`config.mk`:
```
export PLATFORM = sky130hd
export DESIGN_NAME = muldiv_sched
export DESIGN_NICKNAME = d
export VERILOG_FILES = /design/src/rtl/muldiv_sched.sv
export SDC_FILE = /design/constraint.sdc
export NUM_CORES = 1
export LEC_CHECK = 0
export ABC_AREA = 1
export BUFFER_PORTS_ARGS = -buffer_cell sky130_fd_sc_hd__buf_4
export CAP_MARGIN = 20
export CORE_AREA = 2 2 158 160
export CTS_BUF_LIST = sky130_fd_sc_hd__clkbuf_4
export CTS_CLUSTER_SIZE = 30
export DETAILED_ROUTE_END_ITERATION = 8
export DIE_AREA = 0 0 160 162
export HOLD_SLACK_MARGIN = 0.05
export PLACE_DENSITY = 0.6
export SYNTH_ARGS = -nofsm -noshare
export SYNTH_HDL_FRONTEND = slang
export SYNTH_SLANG_ARGS = --single-unit
```
`constraint.sdc`:
```
create_clock -name clk -period 3 [get_ports clk]
set_input_delay 0 -clock clk [delete_from_list [all_inputs] [get_ports clk]]
set_output_delay 0 -clock clk [all_outputs]
set_load 0.02 [all_outputs]
```
`src/rtl/muldiv_sched.sv`:
```
// muldiv_sched -- sequencer for the EX-stage multi-cycle HI/LO datapath.
// Accepts MULT/MULTU/DIV/DIVU from EX, drives the external pipelined
// multiplier and iterative divider, holds EX stalled while the operation is
// in flight, then issues a single HI/LO write from the DONE state.
// Ports:
//   clk, rst            clock, synchronous active-high reset
//   flush               kills any in-flight op (annuls the divider if busy)
//   issue_valid/op      EX muldiv request; op 00 MULT 01 MULTU 10 DIV 11 DIVU
//   src_a, src_b        rs / rt operands
//   mul_*               multiplier start pulse, sign select, operands, result
//   div_*               divider level start, sign, operands, annul, ready, result
//   stall_req           hold EX and earlier stages
//   hi_we/lo_we/*wdata  single-cycle HI/LO write
//   busy, err_timeout   state != IDLE, sticky divider watchdog flag
module muldiv_sched #(
  parameter int MUL_LAT = 2,
  parameter int DIV_MAX = 40
) (
  input  logic        clk,
  input  logic        rst,
  input  logic        flush,
  input  logic        issue_valid,
  input  logic [1:0]  issue_op,
  input  logic [31:0] src_a,
  input  logic [31:0] src_b,
  output logic        mul_start,
  output logic        mul_signed,
  output logic [31:0] mul_a,
  output logic [31:0] mul_b,
  input  logic [63:0] mul_result,
  output logic        div_start,
  output logic        div_signed,
  output logic [31:0] div_a,
  output logic [31:0] div_b,
  output logic        div_annul,
  input  logic        div_ready,
  input  logic [63:0] div_result,
  output logic        stall_req,
  output logic        hi_we,
  output logic        lo_we,
  output logic [31:0] hi_wdata,
  output logic [31:0] lo_wdata,
  output logic        busy,
  output logic        err_timeout
);

  localparam logic [1:0] S_IDLE = 2'd0;
  localparam logic [1:0] S_MUL  = 2'd1;
  localparam logic [1:0] S_DIV  = 2'd2;
  localparam logic [1:0] S_DONE = 2'd3;
  localparam int CNT_W = 8;

  logic [1:0]       state_r;
  logic [CNT_W-1:0] cnt_r;
  logic [31:0]      a_r;
  logic [31:0]      b_r;
  logic             sgn_r;
  logic [31:0]      hi_r;
  logic [31:0]      lo_r;
  logic             err_r;

  logic accept_s;
  logic mul_go_s;
  logic div_go_s;
  logic dz_s;
  logic timeout_s;
  logic we_s;

  // Next-action decode and the combinational handshake outputs
  always_comb begin
    accept_s   = 1'b0;
    mul_go_s   = 1'b0;
    div_go_s   = 1'b0;
    dz_s       = 1'b0;
    timeout_s  = 1'b0;
    we_s       = 1'b0;
    stall_req  = 1'b0;
    div_start  = 1'b0;
    div_annul  = 1'b0;
    case (state_r)
      S_IDLE: begin
        if (issue_valid && !flush) begin
          accept_s  = 1'b1;
          stall_req = 1'b1;
          if (!issue_op[1]) begin
            mul_go_s = 1'b1;
          end else if (src_b == 32'd0) begin
            dz_s = 1'b1;   // divide by zero bypasses the divider entirely
          end else begin
            div_go_s  = 1'b1;
            div_start = 1'b1;
          end
        end else begin
          stall_req = 1'b0;
        end
      end
      S_MUL: begin
        stall_req = 1'b1;
      end
      S_DIV: begin
        stall_req = 1'b1;
        if (flush) begin
          div_annul = 1'b1;   // flush beats a same-cycle div_ready
        end else if (div_ready) begin
          div_start = 1'b0;
        end else if (cnt_r == CNT_W'(DIV_MAX)) begin
          div_annul = 1'b1;
          timeout_s = 1'b1;
        end else begin
          div_start = 1'b1;
        end
      end
      S_DONE: begin
        if (!flush) begin
          we_s = 1'b1;
        end else begin
          we_s = 1'b0;
        end
      end
      default: begin
        stall_req = 1'b0;
      end
    endcase
  end

  // Operands come straight from EX in the accept cycle, from latches after it
  always_comb begin
    mul_start  = mul_go_s;
    mul_a      = mul_go_s ? src_a : a_r;
    mul_b      = mul_go_s ? src_b : b_r;
    mul_signed = mul_go_s ? ~issue_op[0] : sgn_r;
    div_a      = div_go_s ? src_a : a_r;
    div_b      = div_go_s ? src_b : b_r;
    div_signed = div_go_s ? ~issue_op[0] : sgn_r;
    hi_we      = we_s;
    lo_we      = we_s;
    hi_wdata   = hi_r;
    lo_wdata   = lo_r;
    busy       = (state_r != S_IDLE);
    err_timeout = err_r;
  end

  // Sequencer state, latency/watchdog counter, operand and result capture
  always_ff @(posedge clk) begin
    if (rst) begin
      state_r <= S_IDLE;
      cnt_r   <= '0;
      a_r     <= 32'd0;
      b_r     <= 32'd0;
      sgn_r   <= 1'b0;
      hi_r    <= 32'd0;
      lo_r    <= 32'd0;
      err_r   <= 1'b0;
    end else begin
      case (state_r)
        S_IDLE: begin
          if (accept_s) begin
            a_r   <= src_a;
            b_r   <= src_b;
            sgn_r <= ~issue_op[0];
            cnt_r <= CNT_W'(1);
            if (mul_go_s) begin
              state_r <= S_MUL;
            end else if (dz_s) begin
              hi_r    <= src_a;
              lo_r    <= 32'hFFFF_FFFF;
              state_r <= S_DONE;
            end else begin
              state_r <= S_DIV;
            end
          end else begin
            state_r <= S_IDLE;
          end
        end
        S_MUL: begin
          if (flush) begin
            state_r <= S_IDLE;
            cnt_r   <= '0;
          end else if (cnt_r == CNT_W'(MUL_LAT)) begin
            hi_r    <= mul_result[63:32];
            lo_r    <= mul_result[31:0];
            cnt_r   <= '0;
            state_r <= S_DONE;
          end else begin
            cnt_r <= cnt_r + CNT_W'(1);
          end
        end
        S_DIV: begin
          if (flush) begin
            state_r <= S_IDLE;
            cnt_r   <= '0;
          end else if (div_ready) begin
            hi_r    <= div_result[63:32];   // remainder
            lo_r    <= div_result[31:0];    // quotient
            cnt_r   <= '0;
            state_r <= S_DONE;
          end else if (timeout_s) begin
            err_r   <= 1'b1;
            cnt_r   <= '0;
            state_r <= S_IDLE;
          end else begin
            cnt_r <= cnt_r + CNT_W'(1);
          end
        end
        S_DONE: begin
          // issue_valid here is the same instruction advancing; never re-issue
          state_r <= S_IDLE;
        end
        default: begin
          state_r <= S_IDLE;
        end
      endcase
    end
  end

endmodule
```
==> metrics.md <==
| Metric | Value |
|---|---|
| Initial antenna violation count | `2` |
| Worst setup EP type | `output pin` |
| WP data arrival | `2.68 ns` |
| Utilization after layout | `0.5565` |
| Dominant synthesized flop cell | `dfxtp_1` |
| CP startpoint kind | `register` |
| Remaining global-route overflow | `0` |
| Number of synthesized register bits | `140` |
| Multi-input logic area | `0.004353 sq mm` |
| Worst EP required | `3.00 ns` |
| Net Count, Synth | `1,466` |
| Pleak | `6.290 nW` |
| Dpl cell area | `0.01110 sq mm` |
| Final setup viols | `0` |
| Count of pins over their slew limit | `0` |
| Dpl cells | `1,893` |
| Class of the most critical setup path | `reg2out` |
| Setup slack, reg-to-reg | `0.39 ns` |
| Fin Clk Skew | `0.02707 ns` |
| Post-Synth XOR/XNOR Area | `0` |
| Area of the core | `0.02411 sq mm` |
| WL/cell | `16.13 um` |
| Period Utilization, post-route | `0.8919` |
| I/O pin cnt | `401` |
| PortBufs | `400` |
| Num CTS Buffers | `17` |
| DRT antenna net count | `0` |
| Vias in the first global route | `9,920` |
| Post-detail-place hpwl | `23.00 mm` |
| Fmax | `373.7 MHz` |
| Fin crit period | `2.676 ns` |
| Share of cells above drive strength 1 | `0.2597` |
| RSZ-0062 raised after global routing | `no` |
| Post-synthesis adder-cell area fraction | `0.01256` |
| Final Cell Area | `0.01341 sq mm` |
| Max Cap Viol | `0` |
| Min Hold Slack | `0.04774 ns` |
| Nets | `1,996` |
| Worst-case clock buffer depth | `2` |
| Worst r2r src | `state_r[0]` |
| Die area | `0.02592 sq mm` |
| Final WS setup | `0.3244 ns` |
| Initial DRC count | `742` |
| Total GRT Usage | `0.2541` |
| Critical path fanouts, max | `28` |
| Outcome | `finished clean` |
| Area share of the largest cell type after synthesis | `0.3518` |
| Register area share after synthesis | `0.3518` |
| Async set-reset flop share out of synthesis | `0` |
| Most frequent cells after synthesis | `nand2_1, o21ai_0, dfxtp_1` |
| Setup Fix Bufs, Post-CTS | `0` |
| Post-Place Setup Slack | `0.6266 ns` |
| Final GP Congestion | `0.8605` |
| Reg-to-Reg End | `hi_wdata[21]` |
| Vias post-DR | `10.44k` |
| Vias per inst | `4.910` |
| Register Area | `0.002803 sq mm` |
| Synth warnings | `0` |
| Maximum vdd drop | `0.0002204 V` |
| Mux cell area share after synthesis | `0` |
| Final setup TNS | `0 ns` |
| Most common cell in the synthesized netlist | `nand2_1` |
| Final hold vios | `0` |
| Pre-antenna DRT Iters | `5` |
| Hold Crit Start | `mul_result[34]` |
| Total power | `5.268 mW` |
| Starting Density | `0.3305` |
| DRC errors left | `0` |
| Row Count | `57` |
| Cell count after synthesis | `1,259` |
| Area delta synth->final | `68.36%` |
| Fill cell count | `2,310` |
| Relative slew slack | `0.3402` |
| Avg Cell Area, Syn | `6.329 sq um` |
| Die height | `162 um` |
| Synth Area in Simple Gates | `0.2497` |
| Largest net degree at the start of global routing | `129` |
| Hold Path Class | `in2reg` |
| Complex-gate fraction of the synthesized area | `0.2781` |
| Mapped cell area | `0.007968 sq mm` |
| R2r worst-path depth | `9` |
| Clk_lat worst skew | `0.57 ns` |
| Clk Tree Root Cell | `clkbuf_4` |
| Final WL | `34.32 mm` |
| Largest family of logic cells by synthesized area | `compound AO/OA/AOI/OAI gates` |
| Layout Cells excl Fill | `2,127` |
| Post-synth EDFFs | `0` |
| PD cells | `392.7 mW/mm^2` |
| CP startpoint | `state_r[0]` |
| Sink Count | `140` |
| Hold Path Stages | `7` |
| WHS Endpoint | `hi_wdata[2]` |
| Die width | `160 um` |
| Clock-pin slew on the worst setup and hold paths | `0.14 ns` |
| CTS tree | `built` |
| CTS HTree Levels | `4` |
| Yosys cell types | `27` |
| First-pass GRT wire length | `52.85 mm` |
| Worst Tran Pin Value | `0.9895 ns` |
| Synth top area cells | `dfxtp_1, nand2_1, o21ai_0` |
| Leading area contributor after synthesis | `dfxtp_1` |
[kinds of logic after synthesis]
logic type | Yosys count
buffers and inverters | 210
DFF | 140
adders and majority gates | 8
and+or+nand+nor | 493
AOI/OAI and AO/OA | 408
[worst max-delay path by stage]
stage                         to  cells past startpoint
floorplan              div_b[10]                      8
CTS                    div_a[29]                      8
global route            div_a[3]                      8
global placement       div_a[29]                      8
finish                  div_a[3]                      8
detailed placement  hi_wdata[16]                      9
[per-layer routing]
| metal | global-route usage | up-vias | share of wire |
|---|---|---|---|
| li1 | - | 5248 | - |
| met1 | 0.3056 | 4725 | 0.42 |
| met2 | 0.4319 | 418 | 0.47 |
| met3 | 0.08095 | 53 | 0.083 |
| met4 | 0.08272 | 0 | 0.025 |
| met5 | 0 | - | 0 |
[registers in the layout, indices dropped and copies added, names as in the netlist]
register,cells
b_r,32
a_r,32
err_timeout,1
sgn_r,1
lo_wdata,32
cnt_r,8
hi_wdata,32
state_r,2
[layout make-up]
type                       instances  area share
timing repair buffer             617      0.3864
multi-input combinational        910      0.3245
clock buffer                      17    0.009514
inverter                         103     0.02910
tap                              324     0.03022
sequential                       140      0.2089
clock inverter                    15     0.01110
antenna                            1   0.0001865
[layout by cell type, fill, tap and decap left out, types with 5 or more instances in the layout]
cell type	netlist	layout
dfxtp_1	140	140
clkbuf_4	0	17
nor3_1	6	6
nor2_1	118	117
buf_4	8	413
inv_6	0	7
dlygate4sd3_1	0	199
inv_1	99	99
a21oi_1	139	139
nand3_1	71	71
nand2_1	289	288
a221oi_1	32	32
o21ai_0	215	215
a22oi_1	17	17
ha_1	8	5
[power breakdown]
group / leakage (nW) / switching [mW] / internal [mW]
combinational: 5.00 / 1.05 / 0.903
sequential: 1.14 / 0.0698 / 1.96
clock: 0.147 / 0.845 / 0.437
total: 6.29 / 1.96 / 3.30
[worst max-delay path, cell delays in order (launching register included)]
cell and delay [ns]:
dfxtp_1 0.38, inv_1 0.10, ha_2 0.28, nand3_4 0.15
nor2_4 0.23, o21ai_4 0.25, buf_4 0.30, o21ai_0 0.22
buf_4 0.19
[timing repair]
item / CTS / global route
endpoints found under the hold margin: 137 / 0
hold buffers: 199 / 0
resized for setup: 1 / 3
cloned: 1 / 0
pin swaps: 0 / 0
setup endpoints to repair: 11 / 79
(Power assumes the default switching activity.)
